<file path="src/rtl/sd_otf_converter_pkg.sv">
// Shared definitions for the digit-serial on-the-fly signed-digit converter:
// width derivations, the digit range check and the control FSM state type.
package sd_otf_converter_pkg;

    // Control states: waiting for a word, stepping digits, holding a result.
    typedef enum logic [1:0] {
        ST_IDLE = 2'd0,
        ST_CONV = 2'd1,
        ST_DONE = 2'd2
    } otf_state_t;

    // Bits contributed per digit position (radix is a power of two).
    function automatic int calc_k(input int radix);
        return $clog2(radix);
    endfunction

    // Result width: all digit positions including the carry digit, plus a sign bit.
    function automatic int calc_w(input int no_of_digits, input int radix);
        return (no_of_digits + 1) * $clog2(radix) + 1;
    endfunction

    // A digit is illegal when it is the most negative code or exceeds +/-(radix-1).
    function automatic logic digit_out_of_range(input int d, input int radix_bits, input int radix);
        return (d == -(1 << (radix_bits - 1))) || (d > radix - 1) || (d < -(radix - 1));
    endfunction

endpackage

</file>
<file path="src/rtl/sd_otf_converter_otf_step.sv">
// Single-digit on-the-fly update: consumes one signed digit and produces the
// next Q (value so far) and QM (value so far minus one) without any carry
// propagation in the Q path; both are pure shift-and-append selections.
module sd_otf_converter_otf_step
    import sd_otf_converter_pkg::*;
#(
    parameter int RADIX_BITS = 4,
    parameter int RADIX      = 8,
    parameter int W          = 16
) (
    input  logic [RADIX_BITS-1:0] i_d,
    input  logic [W-1:0]          i_q,
    input  logic [W-1:0]          i_qm,
    output logic [W-1:0]          o_q,
    output logic [W-1:0]          o_qm,
    output logic                  o_digit_err
);

    localparam int K = calc_k(RADIX);

    logic         w_neg;
    logic         w_pos;
    logic [K-1:0] w_d_low;
    logic [K-1:0] w_d_m1_low;
    logic         w_unused;

    assign w_neg      = i_d[RADIX_BITS-1];
    assign w_pos      = !w_neg && (i_d != '0);
    // Low K bits of d equal d mod r, which is d for d>=0 and r+d for d<0.
    assign w_d_low    = i_d[K-1:0];
    // Low K bits of d-1 equal d-1 for d>0 and r-1+d for d<=0.
    assign w_d_m1_low = i_d[K-1:0] - K'(1);

    // Q: d>=0 appends d to Q, d<0 borrows by appending r+d to QM.
    assign o_q  = w_neg ? {i_qm[W-K-1:0], w_d_low} : {i_q[W-K-1:0], w_d_low};
    // QM: d>0 appends d-1 to Q, otherwise appends r-1+d to QM.
    assign o_qm = w_pos ? {i_q[W-K-1:0], w_d_m1_low} : {i_qm[W-K-1:0], w_d_m1_low};

    assign o_digit_err = digit_out_of_range(int'($signed(i_d)), RADIX_BITS, RADIX);

    // Top K bits shift out each step; they are only sign copies for in-range words.
    assign w_unused = ^{i_q[W-1 -: K], i_qm[W-1 -: K]};

endmodule

</file>
<file path="src/rtl/sd_otf_converter.sv">
// Digit-serial on-the-fly converter: accepts one redundant signed-digit word
// (carry digit plus no_of_digits sum digits), walks it MSD-first one digit per
// clock and presents the equivalent two's-complement value.
//
// Handshake: a transfer happens on a rising edge where valid and ready are both
// high. in_ready is high in IDLE, and in DONE it follows out_ready so a new word
// can be taken on the same edge the previous result is consumed. out_valid,
// dout and dout_err stay stable from the edge they rise until an out_ready
// transfer (or reset).
module sd_otf_converter
    import sd_otf_converter_pkg::*;
#(
    parameter int no_of_digits = 4,
    parameter int radix_bits   = 4,
    parameter int radix        = 8
) (
    input  logic                                        clk,
    input  logic                                        rst,
    input  logic                                        in_valid,
    output logic                                        in_ready,
    input  logic [no_of_digits*radix_bits-1:0]          din,
    input  logic [radix_bits-1:0]                       din_carry,
    output logic [calc_w(no_of_digits, radix)-1:0]      dout,
    output logic                                        dout_err,
    output logic                                        out_valid,
    input  logic                                        out_ready,
    output otf_state_t                                  o_dbg_state
);

    localparam int W  = calc_w(no_of_digits, radix);
    localparam int ND = no_of_digits + 1;
    localparam int DW = ND * radix_bits;
    localparam int CW = $clog2(ND + 1);

    otf_state_t          r_state;
    logic [DW-1:0]       r_digits;
    logic [CW-1:0]       r_cnt;
    logic [W-1:0]        r_q;
    logic [W-1:0]        r_qm;
    logic                r_err;
    logic [W-1:0]        r_dout;
    logic                r_dout_err;
    logic                r_out_valid;

    logic [radix_bits-1:0] w_cur_digit;
    logic [W-1:0]          w_q_next;
    logic [W-1:0]          w_qm_next;
    logic                  w_digit_err;
    logic                  w_err_next;

    // Most significant remaining digit; the carry digit sits at the top after a load.
    assign w_cur_digit = r_digits[DW-1 -: radix_bits];
    assign w_err_next  = r_err | w_digit_err;

    sd_otf_converter_otf_step #(
        .RADIX_BITS (radix_bits),
        .RADIX      (radix),
        .W          (W)
    ) u_step (
        .i_d         (w_cur_digit),
        .i_q         (r_q),
        .i_qm        (r_qm),
        .o_q         (w_q_next),
        .o_qm        (w_qm_next),
        .o_digit_err (w_digit_err)
    );

    assign in_ready    = (r_state == ST_IDLE) || ((r_state == ST_DONE) && out_ready);
    assign out_valid   = r_out_valid;
    assign dout        = r_dout;
    assign dout_err    = r_dout_err;
    assign o_dbg_state = r_state;

    // Control FSM with the digit register, Q/QM datapath and registered outputs.
    always_ff @(posedge clk or posedge rst) begin
        if (rst) begin
            r_state     <= ST_IDLE;
            r_digits    <= '0;
            r_cnt       <= '0;
            r_q         <= '0;
            r_qm        <= '1;
            r_err       <= 1'b0;
            r_dout      <= '0;
            r_dout_err  <= 1'b0;
            r_out_valid <= 1'b0;
        end else begin
            case (r_state)
                ST_IDLE: begin
                    if (in_valid) begin
                        r_digits <= {din_carry, din};
                        r_q      <= '0;
                        r_qm     <= '1;
                        r_err    <= 1'b0;
                        r_cnt    <= '0;
                        r_state  <= ST_CONV;
                    end
                end
                ST_CONV: begin
                    r_q      <= w_q_next;
                    r_qm     <= w_qm_next;
                    r_err    <= w_err_next;
                    r_digits <= r_digits << radix_bits;
                    if (r_cnt == CW'(no_of_digits)) begin
                        r_dout      <= w_q_next;
                        r_dout_err  <= w_err_next;
                        r_out_valid <= 1'b1;
                        r_state     <= ST_DONE;
                    end else begin
                        r_cnt <= r_cnt + CW'(1);
                    end
                end
                ST_DONE: begin
                    if (out_ready) begin
                        r_out_valid <= 1'b0;
                        if (in_valid) begin
                            r_digits <= {din_carry, din};
                            r_q      <= '0;
                            r_qm     <= '1;
                            r_err    <= 1'b0;
                            r_cnt    <= '0;
                            r_state  <= ST_CONV;
                        end else begin
                            r_state <= ST_IDLE;
                        end
                    end
                end
                default: begin
                    r_state <= ST_IDLE;
                end
            endcase
        end
    end

endmodule
</file>
<file path="config.mk">
export PLATFORM = sky130hd
export DESIGN_NAME = sd_otf_converter
export DESIGN_NICKNAME = d
export VERILOG_FILES = /design/src/rtl/sd_otf_converter_pkg.sv /design/src/rtl/sd_otf_converter_otf_step.sv /design/src/rtl/sd_otf_converter.sv
export SDC_FILE = /design/constraint.sdc
export NUM_CORES = 1
export LEC_CHECK = 0
export ABC_CLOCK_PERIOD_IN_PS = 3000
export BUFFER_PORTS_ARGS = -buffer_cell sky130_fd_sc_hd__buf_2
export CORE_AREA = 2 2 94 96
export CTS_BUF_LIST = sky130_fd_sc_hd__clkbuf_8
export DETAILED_ROUTE_END_ITERATION = 12
export DIE_AREA = 0 0 96 98
export GPL_TIMING_DRIVEN = 0
export PLACE_DENSITY_LB_ADDON = 0.25
export REMOVE_ABC_BUFFERS = 1
export SLEW_MARGIN = 20
export SYNTH_ARGS = -nofsm -noshare
export SYNTH_HDL_FRONTEND = slang
export SYNTH_SLANG_ARGS = --single-unit
</file>
<file path="constraint.sdc">
create_clock -name clk -period 3 [get_ports clk]
set_input_delay 0.6 -clock clk [delete_from_list [all_inputs] [get_ports clk]]
set_output_delay 0.6 -clock clk [all_outputs]
set_load 0.02 [all_outputs]
</file>
# After elaboration in Yosys (flattened, before gate mapping)
# Cells that the tools add are included.
[op_classes]
addsub = 2
order_cmp = 2
eq_ne = 8
n_mux = 26
n_bitwise = 1
n_reduce_logical = 15
[ops]
columns = ["cell", "count"]
rows = [
  ["$mux W16", 6],
  ["$pmux W16 S3", 2],
  ["$pmux W20 S3", 1],
  ["$mux W20", 2],
  ["$mux W3", 3],
  ["$pmux W3 S3", 1],
  ["$reduce_and A3 Y1", 3],
  ["$ne A2 B2 Y1 const B", 4],
  ["$mux W2", 3],
  ["$pmux W2 S3", 1],
  ["$mux W1", 5],
  ["$eq A4 B4 Y1 const B", 1],
  ["$gt A4 B4 Y1 const B", 1],
  ["$lt A4 B4 Y1 const B", 1],
  ["$reduce_and A2 Y1", 2],
  ["$reduce_bool A4 Y1", 1],
  ["$add A3 B1 Y3 const B", 1],
  ["$eq A3 B3 Y1 const B", 1],
  ["$logic_or A1 B1 Y1", 3],
  ["$pmux W1 S3", 1],
  ["$reduce_bool A3 Y1", 1],
  ["$sub A3 B1 Y3 const B", 1],
  ["$eq A2 B1 Y1 const B", 1],
  ["$eq A2 B2 Y1 const B", 1],
  ["6 further kinds", 7],
]
[word_totals]
regBits = 76
inputBits = 24

# Logic depth before layout (Yosys ltp)
[depth]
depth_word = 5
ltp_mapped = 6
depth_no_buf = 5

# Modules after synthesis
# A second synthesis with hierarchy kept.
[hier_totals]
hier_cells = 258
area_unflattened_um2 = 3649.8
[by_module_without_submodules]
columns = ["module", "n_inst", "cells_per_inst", "area_per_inst_um2", "seq_area_each_um2"]
rows = [
  ["sd_otf_converter", 1, 217, 3189.3, 1921.8],
  ["sd_otf_converter_otf_step", 1, 41, 460.4, 0.0],
]

# Worst setup path after synthesis
# Ideal clock, no wire load.
[synth_timing]
path_kind = "reg2reg"
startpoint = "reg r_state[0] (netlist: o_dbg_state[0])"
endpoint = "reg r_digits[11]"
setup_time_ns = 0.125
arrival_ns = 1.520
setup_slack_ns = 1.355
path_stages_with_launch = 5
n_path_buf = 1
synth_period_minus_slack_ns = 1.645
path_cell_list = "dfrtp_1 -> nand2b_4 -> a21oi_2 -> buf_6 -> mux2_2"
[synth_via]
elab_chain_cells = 3
elab_cells_between_ends = 7
cone_classes = "3 x eq/ne; 1 x mux; 3 x reduce/logical"
[synth_rtl]
columns = ["item", "line", "text"]
rows = [
  ["start, declared", "sd_otf_converter.sv:35", "otf_state_t r_state;"],
  ["start signal, assigned", "sd_otf_converter.sv:77", "r_state <= ST_IDLE;"],
  ["start signal, assigned", "sd_otf_converter.sv:95", "r_state <= ST_CONV;"],
  ["start signal, assigned", "sd_otf_converter.sv:107", "r_state <= ST_DONE;"],
  ["$eq A2 B2 Y1, or another cell as far along", "sd_otf_converter.sv:87", "case (r_state)"],
  ["$ne A2 B2 Y1 (no line) or $reduce_bool A3 Y1 (tied branches)", "n/a", ""],
  ["$reduce_and A2 Y1 (no line)", "n/a", ""],
  ["end signal, assigned", "sd_otf_converter.sv:90", "r_digits <= {din_carry, din};"],
  ["end signal, assigned", "sd_otf_converter.sv:102", "r_digits <= r_digits << radix_bits;"],
  ["end signal, assigned", "sd_otf_converter.sv:116", "r_digits <= {din_carry, din};"],
  ["end, declared", "sd_otf_converter.sv:36", "logic [DW-1:0] r_digits;"],
]
# Parallel ways exist; a longest one is shown, timed or not.
# A chain may end at the register's enable or synchronous reset.

# Worst setup path in the final report
[layout_timing]
startpoint = "reg r_state[1] (netlist: o_dbg_state[1])"
endpoint = "reg r_digits[18]"
# Same word-level chain as after synthesis.

==> impl_metrics.env <==
export IMPL_drcViolationCount=0
export IMPL_dp_cells=412
export IMPL_antennaDiodeCount=0
export IMPL_root_buffer="clkbuf_8"
export IMPL_synth_edff_count=0
export IMPL_clock_skew_ns=0.00730
export IMPL_ios=45
export IMPL_async_flop_share_pct=100
export IMPL_synth_seq_area_share_pct=54.6
export IMPL_die_height_um=98
export IMPL_power_leakage_nw=1.80
export IMPL_io_buffers=44
export IMPL_gr_total_overflow=0
export IMPL_ant_nets=0
export IMPL_cp_data_required_time_ns=3.22
export IMPL_nets=343
export IMPL_p_int_mw=2.86
export IMPL_drt_first_pass_iters=6
export IMPL_relSlewSlack_pct=51.8
export IMPL_r2r_start="o_dbg_state[1]$_DFFE_PP0P_"
export IMPL_wirelength_mm=6.00
export IMPL_fin_crit_sh_pct=66.6
export IMPL_wl_per_cell_um=14.0
export IMPL_postSynthAreaPerCell_um2=11.8
export IMPL_vias=2177
export IMPL_synthCells=274
export IMPL_hpwl_mm=3.84
export IMPL_switchingPower_mw=1.63
export IMPL_finalMaxSlewViolations=0
export IMPL_path_max_fanout=23
export IMPL_cts_sinks=70
export IMPL_yosys_warnings=0
export IMPL_cts_setup_buffers=0
export IMPL_grt_pass1_wl_mm=10.3
export IMPL_pwr_share_seq_pct=39.5
export IMPL_cts_tree="done"
export IMPL_grt_pass1_vias=2145
export IMPL_core_area_um2=8470
export IMPL_holdWs_ns=0.264
export IMPL_worst_slew_pin_slew_ns=0.722
export IMPL_power_frac_comb_pct=43.7
export IMPL_antenna_found_initial=0
export IMPL_min_path_type="in2async"
export IMPL_area_growth_pct=16.9
export IMPL_clkLatencyLatePin_ns=0.34
export IMPL_path_clk_slew_ns=0.07
export IMPL_stdcell_count=428
export IMPL_p_per_area_nw_per_um2=1190
export IMPL_grt_max_degree=39
export IMPL_drive_gt1_share_pct=34.7
export IMPL_post_route_util_pct=44.8
export IMPL_synth_top_area_share_pct=44.0
export IMPL_final_setup_viol_count=0
export IMPL_r2r_cells=4
export IMPL_grtUsageTotal_pct=13.8
export IMPL_drtIter0Drc=108
export IMPL_clockPowerShare_pct=16.8
export IMPL_cts_made_buffers=9
export IMPL_cp_arrival_ns=2.22
export IMPL_synth_area_leaders="dfrtp_1 (44%), dfstp_2 (11%), mux2_4 (6.0%), mux2_2 (5.6%), o21ai_0 (4.3%)"
export IMPL_rsz0062_at_grt="false"
export IMPL_status="completed"
export IMPL_die_w_um=96
export IMPL_ys_ff_latch=70
export IMPL_syn_area_um2=3240
export IMPL_clockBufferDepth=2
export IMPL_min_period_ns=2.00
export IMPL_cts_hold_fix_buffers=0
export IMPL_ir_drop_mv=0.399
export IMPL_ys_types=34
export IMPL_sw_frac_of_total_pct=36.4
export IMPL_start_util_pct=38.3
export IMPL_rows=34
export IMPL_startpoint="o_dbg_state[1]$_DFFE_PP0P_"
export IMPL_fmax_mhz=500
export IMPL_critPathKind="reg2reg"
export IMPL_yosys_area_top_type="dfrtp_1"
export IMPL_place_congestion=0.712
export IMPL_cap_violations=0
export IMPL_fp_dieArea_um2=9410
export IMPL_cts_resized=0
export IMPL_startpoint_type="flip-flop"
export IMPL_viasPerCell=5.09
export IMPL_endpoint_kind="flip-flop"
export IMPL_power_mw=4.49
export IMPL_synth_flop_cell="dfrtp_1"
export IMPL_htreeDepth=3
export IMPL_hold_viol=0
==> synthesized netlist by cell type (2+ instances only) <==
library cell   n
buf_2          5
a2bb2oi_1     13
a21oi_1       23
nor2b_1       13
inv_1         10
clkbuf_1       7
buf_4          2
dfstp_2       13
nor2_1         3
buf_6          3
o2bb2ai_1     10
nand2_1       22
mux2_2        16
a22o_1         4
dfrtp_1       57
o21ai_0       28
nand2b_1       3
mux2_4        13
mux2i_1       11
ha_1           4
==> flip-flops by register name (all words and copies together) (netlist names) <==
name	flops
dout	16
r_digits	20
r_cnt	3
dout_err	1
r_err	1
o_dbg_state	2
r_qm	13
out_valid	1
r_q	13
==> path summary, 6_finish.rpt <==
kind | slack (ns) | to
hold / removal | 0.26 | dout[4]$_DFFE_PP0P_
hold reg to reg | 0.45 | r_qm[0]$_DFFE_PP1P_
max in group asynchronous | 2.14 | r_qm[6]$_DFFE_PP1P_
min in group clk | 0.45 | r_qm[0]$_DFFE_PP1P_
setup reg to reg | 1.00 | r_digits[18]$_DFFE_PP0P_
setup / recovery | 1.00 | r_digits[18]$_DFFE_PP0P_
==> worst max-delay path, cell delays in order, from the launching register on <==
cell and delay (ns):
dfrtp_1 0.51, nand2b_2 0.49, buf_12 0.25, mux2_2 0.36, mux2_2 0.26
==> kinds of logic (layout without fill, tap and decap cells) <==
family | Yosys count | count (layout) | share of synthesized area [%]
AO/OA/AOI/OAI | 84 | 84 | 16.7
flip-flops | 70 | 70 | 54.6
AND/OR/NAND/NOR | 47 | 47 | 7.61
multiplexers | 40 | 40 | 15.0
buffers and inverters | 28 | 74 | 4.36
adder cells (fa/ha/maj) | 4 | 4 | 1.54
XOR/XNOR | 1 | 1 | 0.270
==> stage by stage <==
stage          cell area, µm²  TNS, ns  worst slack (ns)
2_1_floorplan            3140        0             0.585
3_3_place_gp             3490   -16.91            -0.299
3_5_place_dp             3590        0             0.900
4_1_cts                  3790        0             0.981
5_1_grt                  3790        0             0.787
6_report                 3790        0              1.00
==> routing by layer <==
metal  track usage (%)  wire [µm]
met1              19.7       2950
met2              20.0       2720
met3              2.85        250
met4              6.26         87
met5                 0          0
==> final cells by class <==
class                   instances  area [µm²]
clock buffers                  11         151
clock inverters                 5        48.8
fillers                       804        4680
inverters                      10        40.0
multi-input cells             176        1340
flip-flops and latches         70        1770
well taps                     108         135
repair buffers                 48         303
==> placed cells by master (no fill, tap or decap), types with 2 or more instances in the layout <==
cell / synthesis / routed
dfrtp_1: 57 / 56
buf_2: 5 / 44
o21ai_0: 28 / 28
a21oi_1: 23 / 23
nand2_1: 22 / 22
mux2_2: 16 / 16
nor2b_1: 13 / 13
a2bb2oi_1: 13 / 13
mux2_4: 13 / 13
dfstp_2: 13 / 13
mux2i_1: 11 / 11
clkbuf_8: 0 / 11
inv_1: 10 / 10
o2bb2ai_1: 10 / 10
a22o_1: 4 / 4
ha_1: 4 / 4
nor2_1: 3 / 3
clkinv_2: 0 / 3
nand2b_1: 3 / 2
buf_12: 0 / 2
==> power groups by stage <==
stage / Clock (mW) / Combinational (mW) / Sequential, mW
finish: 0.755 / 1.96 / 1.78
global route: 0.826 / 2.19 / 1.84
CTS: 0.779 / 1.99 / 1.78
detailed placement: 0 / 1.98 / 1.78
global placement: 0 / 1.90 / 1.78
floorplan: 0 / 1.40 / 1.83
(Power assumes the default switching activity.)
